--- src/rtl/zext_block_accumulator_if.sv ---
// Handshake bundle between the zero-extender stream, the block accumulator and its result consumer.
interface zext_block_accumulator_if #(
  parameter int DATA_W = 8,
  parameter int SUM_W  = 10
);
  logic              clr;
  logic              in_valid;
  logic [DATA_W-1:0] in_data;
  logic              in_ready;
  logic              out_valid;
  logic              out_ready;
  logic [SUM_W-1:0]  out_sum;
  logic [DATA_W-1:0] out_max;
  logic [7:0]        out_cnt;

  modport master (
    output clr, in_valid, in_data, out_ready,
    input  in_ready, out_valid, out_sum, out_max, out_cnt
  );

  modport slave (
    input  clr, in_valid, in_data, out_ready,
    output in_ready, out_valid, out_sum, out_max, out_cnt
  );
endinterface

--- src/rtl/zext_block_accumulator.sv ---
// Sums COUNT zero-extended samples per block, tracks the block maximum, and holds the
// result on a valid/ready output until it is taken. Result registers carry a wrapping block count.
module zext_block_accumulator #(
  parameter int DATA_W = 8,
  parameter int COUNT  = 4,
  parameter int SUM_W  = 10
) (
  input logic                    clk,
  input logic                    rst_n,
  zext_block_accumulator_if.slave bus
);

  typedef enum logic {ACCUM, HOLD} state_t;

  localparam logic [7:0] LAST = 8'(COUNT - 1);

  function automatic logic [SUM_W-1:0] acc_add(input logic [SUM_W-1:0]  a,
                                               input logic [DATA_W-1:0] d);
    return a + SUM_W'(d);
  endfunction

  function automatic logic [DATA_W-1:0] max_of(input logic [DATA_W-1:0] a,
                                               input logic [DATA_W-1:0] b);
    return (b > a) ? b : a;
  endfunction

  state_t            state;
  logic [SUM_W-1:0]  acc_p0;
  logic [DATA_W-1:0] max_p0;
  logic [7:0]        idx_p0;
  logic              rdy_p0;

  logic [SUM_W-1:0]  sum_p1;
  logic [DATA_W-1:0] max_p1;
  logic [7:0]        cnt_p1;
  logic              vld_p1;

  logic              take;
  logic [SUM_W-1:0]  acc_next;
  logic [DATA_W-1:0] max_next;

  assign take     = bus.in_valid && rdy_p0;
  assign acc_next = acc_add(acc_p0, bus.in_data);
  assign max_next = max_of(max_p0, bus.in_data);

  // Stage p0: running block sum/max; stage p1: held result word.
  always_ff @(posedge clk or negedge rst_n) begin
    if (!rst_n) begin
      state  <= ACCUM;
      acc_p0 <= '0;
      max_p0 <= '0;
      idx_p0 <= '0;
      rdy_p0 <= 1'b0;
      sum_p1 <= '0;
      max_p1 <= '0;
      cnt_p1 <= '0;
      vld_p1 <= 1'b0;
    end else begin
      case (state)
        ACCUM: begin
          rdy_p0 <= 1'b1;
          if (bus.clr) begin
            // Abort wins over a concurrent sample: it is accepted but dropped.
            acc_p0 <= '0;
            max_p0 <= '0;
            idx_p0 <= '0;
          end else if (take) begin
            if (idx_p0 == LAST) begin
              sum_p1 <= acc_next;
              max_p1 <= max_next;
              cnt_p1 <= cnt_p1 + 8'd1;
              vld_p1 <= 1'b1;
              rdy_p0 <= 1'b0;
              acc_p0 <= '0;
              max_p0 <= '0;
              idx_p0 <= '0;
              state  <= HOLD;
            end else begin
              acc_p0 <= acc_next;
              max_p0 <= max_next;
              idx_p0 <= idx_p0 + 8'd1;
            end
          end
        end
        HOLD: begin
          if (bus.out_ready) begin
            vld_p1 <= 1'b0;
            rdy_p0 <= 1'b1;
            state  <= ACCUM;
          end
        end
      endcase
    end
  end

  assign bus.in_ready  = rdy_p0;
  assign bus.out_valid = vld_p1;
  assign bus.out_sum   = sum_p1;
  assign bus.out_max   = max_p1;
  assign bus.out_cnt   = cnt_p1;

endmodule

--- src/flat_wrapper.sv ---
// flat-port wrapper written by rule: the top's interface ports become plain ports
module zext_block_accumulator_flat 
#(
  parameter int DATA_W = 8,
  parameter int COUNT  = 4,
  parameter int SUM_W  = 10
)
  (clk, rst_n, bus_clr, bus_in_valid, bus_in_data, bus_out_ready, bus_in_ready, bus_out_valid, bus_out_sum, bus_out_max, bus_out_cnt);
  zext_block_accumulator_if #(.DATA_W(DATA_W), .SUM_W(SUM_W)) bus_i ();
  input logic clk;
  input logic rst_n;
  input wire logic [$bits(bus_i.clr)-1:0] bus_clr;
  input wire logic [$bits(bus_i.in_valid)-1:0] bus_in_valid;
  input wire logic [$bits(bus_i.in_data)-1:0] bus_in_data;
  input wire logic [$bits(bus_i.out_ready)-1:0] bus_out_ready;
  output wire logic [$bits(bus_i.in_ready)-1:0] bus_in_ready;
  output wire logic [$bits(bus_i.out_valid)-1:0] bus_out_valid;
  output wire logic [$bits(bus_i.out_sum)-1:0] bus_out_sum;
  output wire logic [$bits(bus_i.out_max)-1:0] bus_out_max;
  output wire logic [$bits(bus_i.out_cnt)-1:0] bus_out_cnt;
  assign bus_i.clr = bus_clr;
  assign bus_i.in_valid = bus_in_valid;
  assign bus_i.in_data = bus_in_data;
  assign bus_i.out_ready = bus_out_ready;
  assign bus_in_ready = bus_i.in_ready;
  assign bus_out_valid = bus_i.out_valid;
  assign bus_out_sum = bus_i.out_sum;
  assign bus_out_max = bus_i.out_max;
  assign bus_out_cnt = bus_i.out_cnt;
  zext_block_accumulator #(.DATA_W(DATA_W), .COUNT(COUNT), .SUM_W(SUM_W)) u_core (.clk(clk), .rst_n(rst_n), .bus(bus_i));
endmodule
--- config.mk ---
export PLATFORM = sky130hd
export DESIGN_NAME = zext_block_accumulator_flat
export DESIGN_NICKNAME = d
export VERILOG_FILES = /design/src/rtl/zext_block_accumulator_if.sv /design/src/rtl/zext_block_accumulator.sv /design/src/flat_wrapper.sv
export SDC_FILE = /design/constraint.sdc
export NUM_CORES = 1
export LEC_CHECK = 0
export CORE_ASPECT_RATIO = 1.25
export CORE_MARGIN = 8
export CORE_UTILIZATION = 45
export DETAILED_ROUTE_END_ITERATION = 16
export PLACE_DENSITY_LB_ADDON = 0.12
export SLEW_MARGIN = 20
export SYNTH_ARGS = -nofsm -noshare
export SYNTH_HDL_FRONTEND = slang
export SYNTH_SLANG_ARGS = --single-unit
--- constraint.sdc ---
create_clock -name clk -period 3.6 [get_ports clk]
set_clock_uncertainty 0.05 [all_clocks]
set_input_delay 0.72 -clock clk [delete_from_list [all_inputs] [get_ports clk]]
set_output_delay 0.72 -clock clk [all_outputs]
set_load 0.005 [all_outputs]
# Word level (Yosys, flattened, before mapping)
# Index checks and enable logic that the tools add are counted.
[totals] reg_bits=55 inputBits=13 output_inout_bits=28 elab_cells=50
[op_classes] add_sub_neg=3 n_lt_le_gt_ge=1 eq_ne=5 n_mux=25 bitwise=2 reduce_logical=5
[ops] cell="8-bit two-way mux" count=7
[ops] cell="10-bit two-way mux" count=3
[ops] cell="8-bit by 1-bit adder with 8-bit output, second input constant" count=2
[ops] cell="1-bit two-way mux" count=12
[ops] cell="10-bit by 8-bit adder with 10-bit output" count=1
[ops] cell="8-bit by 2-bit equality test with 1-bit output, second input constant" count=1
[ops] cell="8-bit > comparator" count=1
[ops] cell="4-bit AND reduction" count=2
[ops] cell="1-bit case mux with 2 select lines" count=3
[ops] cell="2-bit by 1-bit inequality test with 1-bit output, second input constant" count=2
[ops] cell="2-bit inequality test, second input constant" count=2
[ops] cell="1-bit NOT" count=2
[ops] cell="2-bit AND reduction" count=1
[ops] cell="2-bit nonzero test" count=1
[ops] cell="1-bit logical AND" count=1

# Logic depth before layout (Yosys ltp)
# Gate-level depths: netlist of the first run.
[logic_depth] ltp_word=5 ltp_mapped=8 mapped_depth_nobuf=8

# Least setup slack after synthesis of the first run
# OpenSTA, ideal clock, no wires.
[synth_timing] path_type="input-to-reg" startpoint="input port bus_in_data[0]" endpoint="register u_core.sum_p1[6] (netlist: u_core.bus.out_sum[6])" setup_time_ps=125 t_arrival_ps=2169 required_time_ps=3425 path_slack_ps=1256 stages=8 path_buffers=0 cell_sequence="ha_1 -> inv_1 -> fa_1 -> nand2b_1 -> a21oi_1 -> nor2_1 -> xnor2_1 -> mux2_2"
[synth_via] elab_chain_len=1
[synth_lines] element="start: declaration" line_no="flat_wrapper.sv:14" source="input wire logic [$bits(bus_i.in_data)-1:0] bus_in_data;"
[synth_lines] element="10-bit by 8-bit adder with 10-bit output" line_no="zext_block_accumulator.sv:19" source="return a + SUM_W'(d);"
[synth_lines] element="end signal: assignment" line_no="zext_block_accumulator.sv:69" source="sum_p1 <= acc_next;"
[synth_lines] element="end: declaration" line_no="zext_block_accumulator.sv:33" source="logic [SUM_W-1:0] sum_p1;"
# Every way passes these cells.
# A chain may end at the register's enable or synchronous reset.

# Worst setup path in the final report of the first run
[layout_timing] startpoint="input port bus_in_data[7]" endpoint="register u_core.max_p0[7]"
[layout_via] elab_chain_len=5
[layout_lines] element="8-bit > comparator" line_no="zext_block_accumulator.sv:24" source="return (b > a) ? b : a;"
[layout_lines] element="8-bit two-way mux (*)" line_no="zext_block_accumulator.sv:24"
[layout_lines] element="8-bit two-way mux (*)" line_no="zext_block_accumulator.sv:68" source="if (idx_p0 == LAST) begin"
[layout_lines] element="8-bit two-way mux (*)" line_no="zext_block_accumulator.sv:67" source="end else if (take) begin"
[layout_lines] element="8-bit two-way mux (*)" line_no="zext_block_accumulator.sv:62" source="if (bus.clr) begin"
[layout_lines] element="end signal: assignment" line_no="zext_block_accumulator.sv:80" source="max_p0 <= max_next;"
[layout_lines] element="end: declaration" line_no="zext_block_accumulator.sv:29" source="logic [DATA_W-1:0] max_p0;"
# Mark *: on every way between the ends. The rest lies on a longest branch, timed or not. The select of a mux whose other input is x is not followed.

==> out/results.txt, run 1 <==
Status: finished clean
DRC violations left: 0
Top_reg_cell synth: dfrtp_1
DP Area: 0.003423 sq mm
First drt pass iteration count: 4
CTS buffer count: 5
Ports: 41
Fin nets: 355
Final Instance Area: 0.003518 sq mm
Antenna Violating Nets Remaining: 0
Vias in the first global route: 2,293
Initial core utilization: 0.4549
Cells after Synth: 280
Initial DRC count: 63
Lkg Pwr: 1.584 nW
Ys Warns: 0
Count leader, synth: dfrtp_1
Final hold vios: 0
Seq/Total Area, Yosys: 0.4697
Initial antenna violation count: 0
Filler instances: 633
Port Buf Inserts: 40
Ant. Diodes: 0
Peak Freq: 0.3578 GHz
Kind of critical path: in -> reg
CP cell instances: clkdlybuf4s50_1 -> ha_1 -> nand4_2 -> nor2_1 -> a211o_1 -> nand2_1 -> a32o_1
First-pass GRT wire length: 10.72 mm
Minimum clock period: 2795 ps
Synth Cell Area: 0.002930 sq mm
Worst Hold Class: in -> async
Total GRT Usage: 0.1418
Post-synthesis average cell area: 10.47 sq um
Post-CTS Setup Inserts: 0
Average vias per placed instance: 5.511
Synth area leader: dfrtp_1
RePlAce Congestion: 0.8163
Final WL: 6.342 mm
Crit start category: input pin
VDD IR max: 221.5 uV
Power Density: 442.4 mW/mm^2
WP buf/inv: 1
Clock latency on the worst-skew pair: 310 ps
Post-synth EDFFs: 0
Synth-to-Final Area Change: 20.07%
CORE AREA: 0.006441 sq mm
Relative slew slack: 0.5263
Die width: 88.18 um
Clk sinks: 55
Die ar.: 0.009366 sq mm
Worst r2r src: u_core.max_p0[7]
Clk slew on worst S/H paths: 110 ps
Worst-path fanout max: 12
GRT Residual Overflow: 0
Hpwl dp: 4.838 mm
FP Rows: 33
Clock root cell: clkbuf_8
CP required: 3760 ps
Max-slew violations: 0
Synth cell types: 44
Power Total: 1.557 mW
Area share of the largest cell type after synthesis: 0.4697
Setup TNS: 0 ps
CTS tree: yes
Commonest cells post-synth: dfrtp_1, nand2_1, nor2_1
Routed len/inst: 15.43 um
Hold Buf Count CTS: 0
FFs w/ async S/R, synth: 1.000
Arr. time, crit path: 2950 ps
Htree depth: 2
Largest net degree at the start of global routing: 32
Post-CTS sizing: 0
Final Cycle Share: 0.7763
Share of layout cells above drive strength 1: 0.09568
Crit path launch: bus_in_data[7]
Via count: 2,265
Slowest-stage cell, CP: clkdlybuf4s50_1
Yosys reg bits: 55
Clock buffer depth: 2
CP endpoint kind: flip-flop
Max-cap violations: 0
Die height: 106.2 um
RSZ-0062 raised after global routing: false
Syn Nets: 312
Critical path's largest stage delay: 500 ps
# setup viols final: 0
Largest delay contributor family on the critical path: simple AND/OR/NAND/NOR gates
Least-Margin Pin Slew: 710.6 ps
Synth top area cells: dfrtp_1, ha_1, xnor2_1
-- logic make-up after synthesis --
family / after synthesis / share of synthesized area
buf+inv: 23 / 0.03586
xor+xnor: 19 / 0.05679
simple gates: 89 / 0.1550
mux: 4 / 0.01494
flops: 55 / 0.4697
compound gates: 71 / 0.1840
fa+ha+maj: 19 / 0.08369
-- sequential cells by signal, indices dropped and copies added (netlist names) --
name,count
u_core.bus.out_valid,1
u_core.idx_p0,8
u_core.bus.out_sum,10
u_core.acc_p0,10
u_core.bus.out_max,8
u_core.max_p0,8
u_core.bus.in_ready,1
u_core.state,1
u_core.bus.out_cnt,8
-- through the flow --
| stage | hold slack (ps) | instances | worst slack [ps] | utilization |
|---|---|---|---|---|
| 2_1_floorplan | 374.4 | 280 | 1256 | - |
| 3_3_place_gp | 413.3 | 403 | 510.1 | 0.5315 |
| 3_5_place_dp | 420.2 | 403 | 487.8 | 0.5315 |
| 4_1_cts | 426.2 | 411 | 820.1 | 0.5462 |
| 5_1_grt | 439.4 | 411 | 675.7 | 0.5462 |
| 6_report | 398.2 | 411 | 805.3 | 0.5462 |
-- final cells by class --
type	count	area, sq um	share of cell area
well taps	87	108.9	0.03094
clock inverters	3	26.28	0.007468
clock buffers	5	68.82	0.01956
multi-input cells	202	1449	0.4118
repair buffers	46	440.4	0.1252
inverters	13	48.80	0.01387
flip-flops and latches	55	1376	0.3912
-- layout by cell type, fill, tap and decap left out, types with 8 or more instances in the layout --
cell             Yosys  routed
a21o_1               9       9
a21oi_1             10      10
a31oi_1             10      10
a32o_1               9       9
clkdlybuf4s50_1      0      39
dfrtp_1             55      55
ha_1                18      18
inv_1               12      12
nand2_1             28      28
nand3_1             15      15
nor2_1              22      22
o21ai_0              8       8
xnor2_1             15      15
-- routing by layer --
metal / share of wire / GRT usage
met5: 0 / 0
met1: 0.43 / 0.1660
met2: 0.51 / 0.2509
met3: 0.045 / 0.02932
met4: 0.012 / 0.04000
-- power breakdown --
group / internal, mW / switching [mW] / leakage (nW)
Combinational: 0.240 / 0.203 / 0.795
Sequential: 0.701 / 0.0535 / 0.740
Clock: 0.144 / 0.216 / 0.0491
Total: 1.08 / 0.472 / 1.58
-- final timing paths --
path | endpoint | slack (ps) | depth (start not counted)
hold / removal | u_core.bus.out_max[0] | 400 | 1
max in group asynchronous | u_core.acc_p0[1] | 2300 | 2
min in group clk | u_core.bus.out_cnt[7] | 430 | 1
hold reg to reg | u_core.bus.out_cnt[7] | 430 | 1
setup / recovery | u_core.max_p0[7] | 810 | 7
setup reg to reg | u_core.max_p0[7] | 1320 | 7
-- worst register-to-register path, stage by stage, from the launching register on --
cell and delay, ps:
dfrtp_1 400, inv_1 60, ha_1 310, nand4_2 240
nor2_1 170, a211o_1 340, nand2_1 280, a32o_1 330
Note: power is estimated with default switching activity, not from simulation.
==> run 2: changes to the inputs <==
Clock period 3.6 ns to 2.32 ns, I/O delays scaled along.
==> out/results.txt, run 2 (synthesized netlist as in run 1, its figures left out) <==
Seq pwr share: 0.453 (-0.032)
Minimum clock period: 2244 ps
FP Rows: 33 (unchanged)
FF-to-FF setup slack: 330 ps (-990 ps)
Commonest cells after routing, fill and taps aside: dfrtp_1, clkdlybuf4s50_1, buf_4
Most common cell after layout, fill and taps aside: dfrtp_1
Via count: 2,361 (+4.2%)
Hold Buf Count CTS: 0 (unchanged)
CORE AREA: 0.006441 sq mm (unchanged)
# setup viols final: 0 (unchanged)
Switching Fraction: 0.2883 (-0.01490)
Antenna Violating Nets Remaining: 0 (unchanged)
Post-Layout Cell Count: 439 (+6.8%)
Initial core utilization: 0.4549 (unchanged)
Comb pwr share: 0.294 (+0.009)
GRT Residual Overflow: 0 (unchanged)
Initial DRC count: 80 (+27%)
Largest net degree at the start of global routing: 56 (+75%)
Hpwl dp: 4.958 mm (+2.5%)
Clk sinks: 55 (unchanged)
Post-CTS Setup Inserts: 0 (unchanged)
CP required: 2450 ps (-1310 ps)
DP Area: 0.003646 sq mm (+6.5%)
Ant. Diodes: 0 (unchanged)
Final Cycle Share: 0.9673
Port Buf Inserts: 40 (unchanged)
First drt pass iteration count: 4 (unchanged)
Crit path launch: bus_in_data[0]
Ports: 41 (unchanged)
First-pass GRT wire length: 11.21 mm (+4.6%)
Synth-to-Final Area Change: 29.38%
Final Instance Area: 0.003791 sq mm (+7.8%)
Lkg Pwr: 1.742 nW (+10%)
CP endpoint kind: flip-flop
Max-cap violations: 0 (unchanged)
Fin worst setup slack: 75.92 ps (-729.4 ps)
WHS: 71.80 ps (-326.4 ps)
Clock share of power: 0.253 (+0.022)
CTS buffer count: 5 (unchanged)
RePlAce Congestion: 0.8297 (+1.6%)
Post-CTS sizing: 0 (unchanged)
Max-slew violations: 0 (unchanged)
Arr. time, crit path: 2380 ps (-570 ps)
Clock latency on the worst-skew pair: 310 ps (about the same)
Clock root cell: clkbuf_8
Share of layout cells above drive strength 1: 0.1818 (+0.08614)
RSZ-0062 raised after global routing: false
Final hold vios: 0 (unchanged)
Kind of critical path: in -> reg
DRC violations left: 0 (unchanged)
Util after Layout: 0.5886 (+0.04235)
DP Worst Slack: -328.6 ps (-816.4 ps)
Peak Freq: 0.4456 GHz
CTS tree: yes
Clk slew on worst S/H paths: 100 ps (about the same)
Vias in the first global route: 2,388 (+4.1%)
Switching Power: 745.2 uW (+58%)
Initial antenna violation count: 0 (unchanged)
Cells after DPL: 431 (+6.9%)
Final WL: 6.535 mm (+3.0%)
Cell internal pwr: 1.840 mW (+70%)
Power Total: 2.585 mW (+66%)
Worst r2r src: u_core.acc_p0[0]
Average vias per placed instance: 5.378 (-2.4%)
Routed len/inst: 14.89 um (-3.5%)
Setup TNS: 0 ps (unchanged)
Crit start category: input pin
Worst-path fanout max: 3 (-9)
Power Density: 681.9 mW/mm^2 (+54%)
R2R depth: 9 (+2)
Least-Margin Pin Slew: 408.4 ps (-302.2 ps)
Die width: 88.18 um (unchanged)
Fin nets: 383 (+7.9%)
Htree depth: 2 (unchanged)
Status: finished clean
Clock buffer depth: 2 (unchanged)
Die ar.: 0.009366 sq mm (unchanged)
Total GRT Usage: 0.1491 (+0.007315)
Relative slew slack: 0.7257 (+0.1994)
Worst Hold Class: in -> async
VDD IR max: 416.6 uV (+88%)
Die height: 106.2 um (unchanged)
R2r endpoint: u_core.acc_p0[8]
[run 2: cell count changes in the layout (fill, tap and decap cells not counted), sizes merged]
cell	before	now
buf	7	35
bufinv	0	1
clkinv	1	0
clkinvlp	0	1
inv	15	14
[run 2: worst max-delay path by stage]
stage                                  endpoint  slack (ps)  depth (start not counted)
after global routing      u_core.bus.out_sum[8]           3                         10
after floorplan           u_core.bus.out_sum[6]         230                          8
after CTS                      u_core.acc_p0[8]           4                         10
after detailed placement       u_core.acc_p0[8]        -330                         10
final                          u_core.acc_p0[8]          80                         10
after global placement    u_core.bus.out_sum[6]        -290                          9
[run 2: layout make-up]
class	instances	area, sq um
fill	590	2650
multi-input combinational	202	1479
sequential	55	1376
timing repair buffer	74	663.1
tap	87	108.9
clock buffer	5	68.82
inverter	13	48.80
clock inverter	3	46.29
[run 2: worst max-delay path, cell delays in order]
cell and delay, ps:
clkdlybuf4s50_1 480, ha_1 180, inv_1 50, fa_1 410, nand2b_4 170, a21oi_2 140, buf_4 140, o41ai_4 80
a21oi_1 160, o22ai_1 110
[run 2: power groups by stage]
| stage | registers (mW) | logic [mW] | clock network (mW) |
|---|---|---|---|
| 2_1_floorplan | 1.19 | 0.369 | 0 |
| 3_3_place_gp | 1.19 | 0.747 | 0 |
| 3_5_place_dp | 1.19 | 0.757 | 0 |
| 4_1_cts | 1.17 | 0.761 | 0.682 |
| 5_1_grt | 1.19 | 0.846 | 0.709 |
| 6_report | 1.17 | 0.760 | 0.654 |
[run 2: metal layers]
metal / GRT usage / part of all wire / up-vias
li1: - / - / 1162
met2: 0.2590 / 0.51 / 50
met4: 0.04848 / 0.012 / 0
met1: 0.1764 / 0.43 / 1139
met3: 0.03086 / 0.044 / 10
met5: 0 / 0 / -
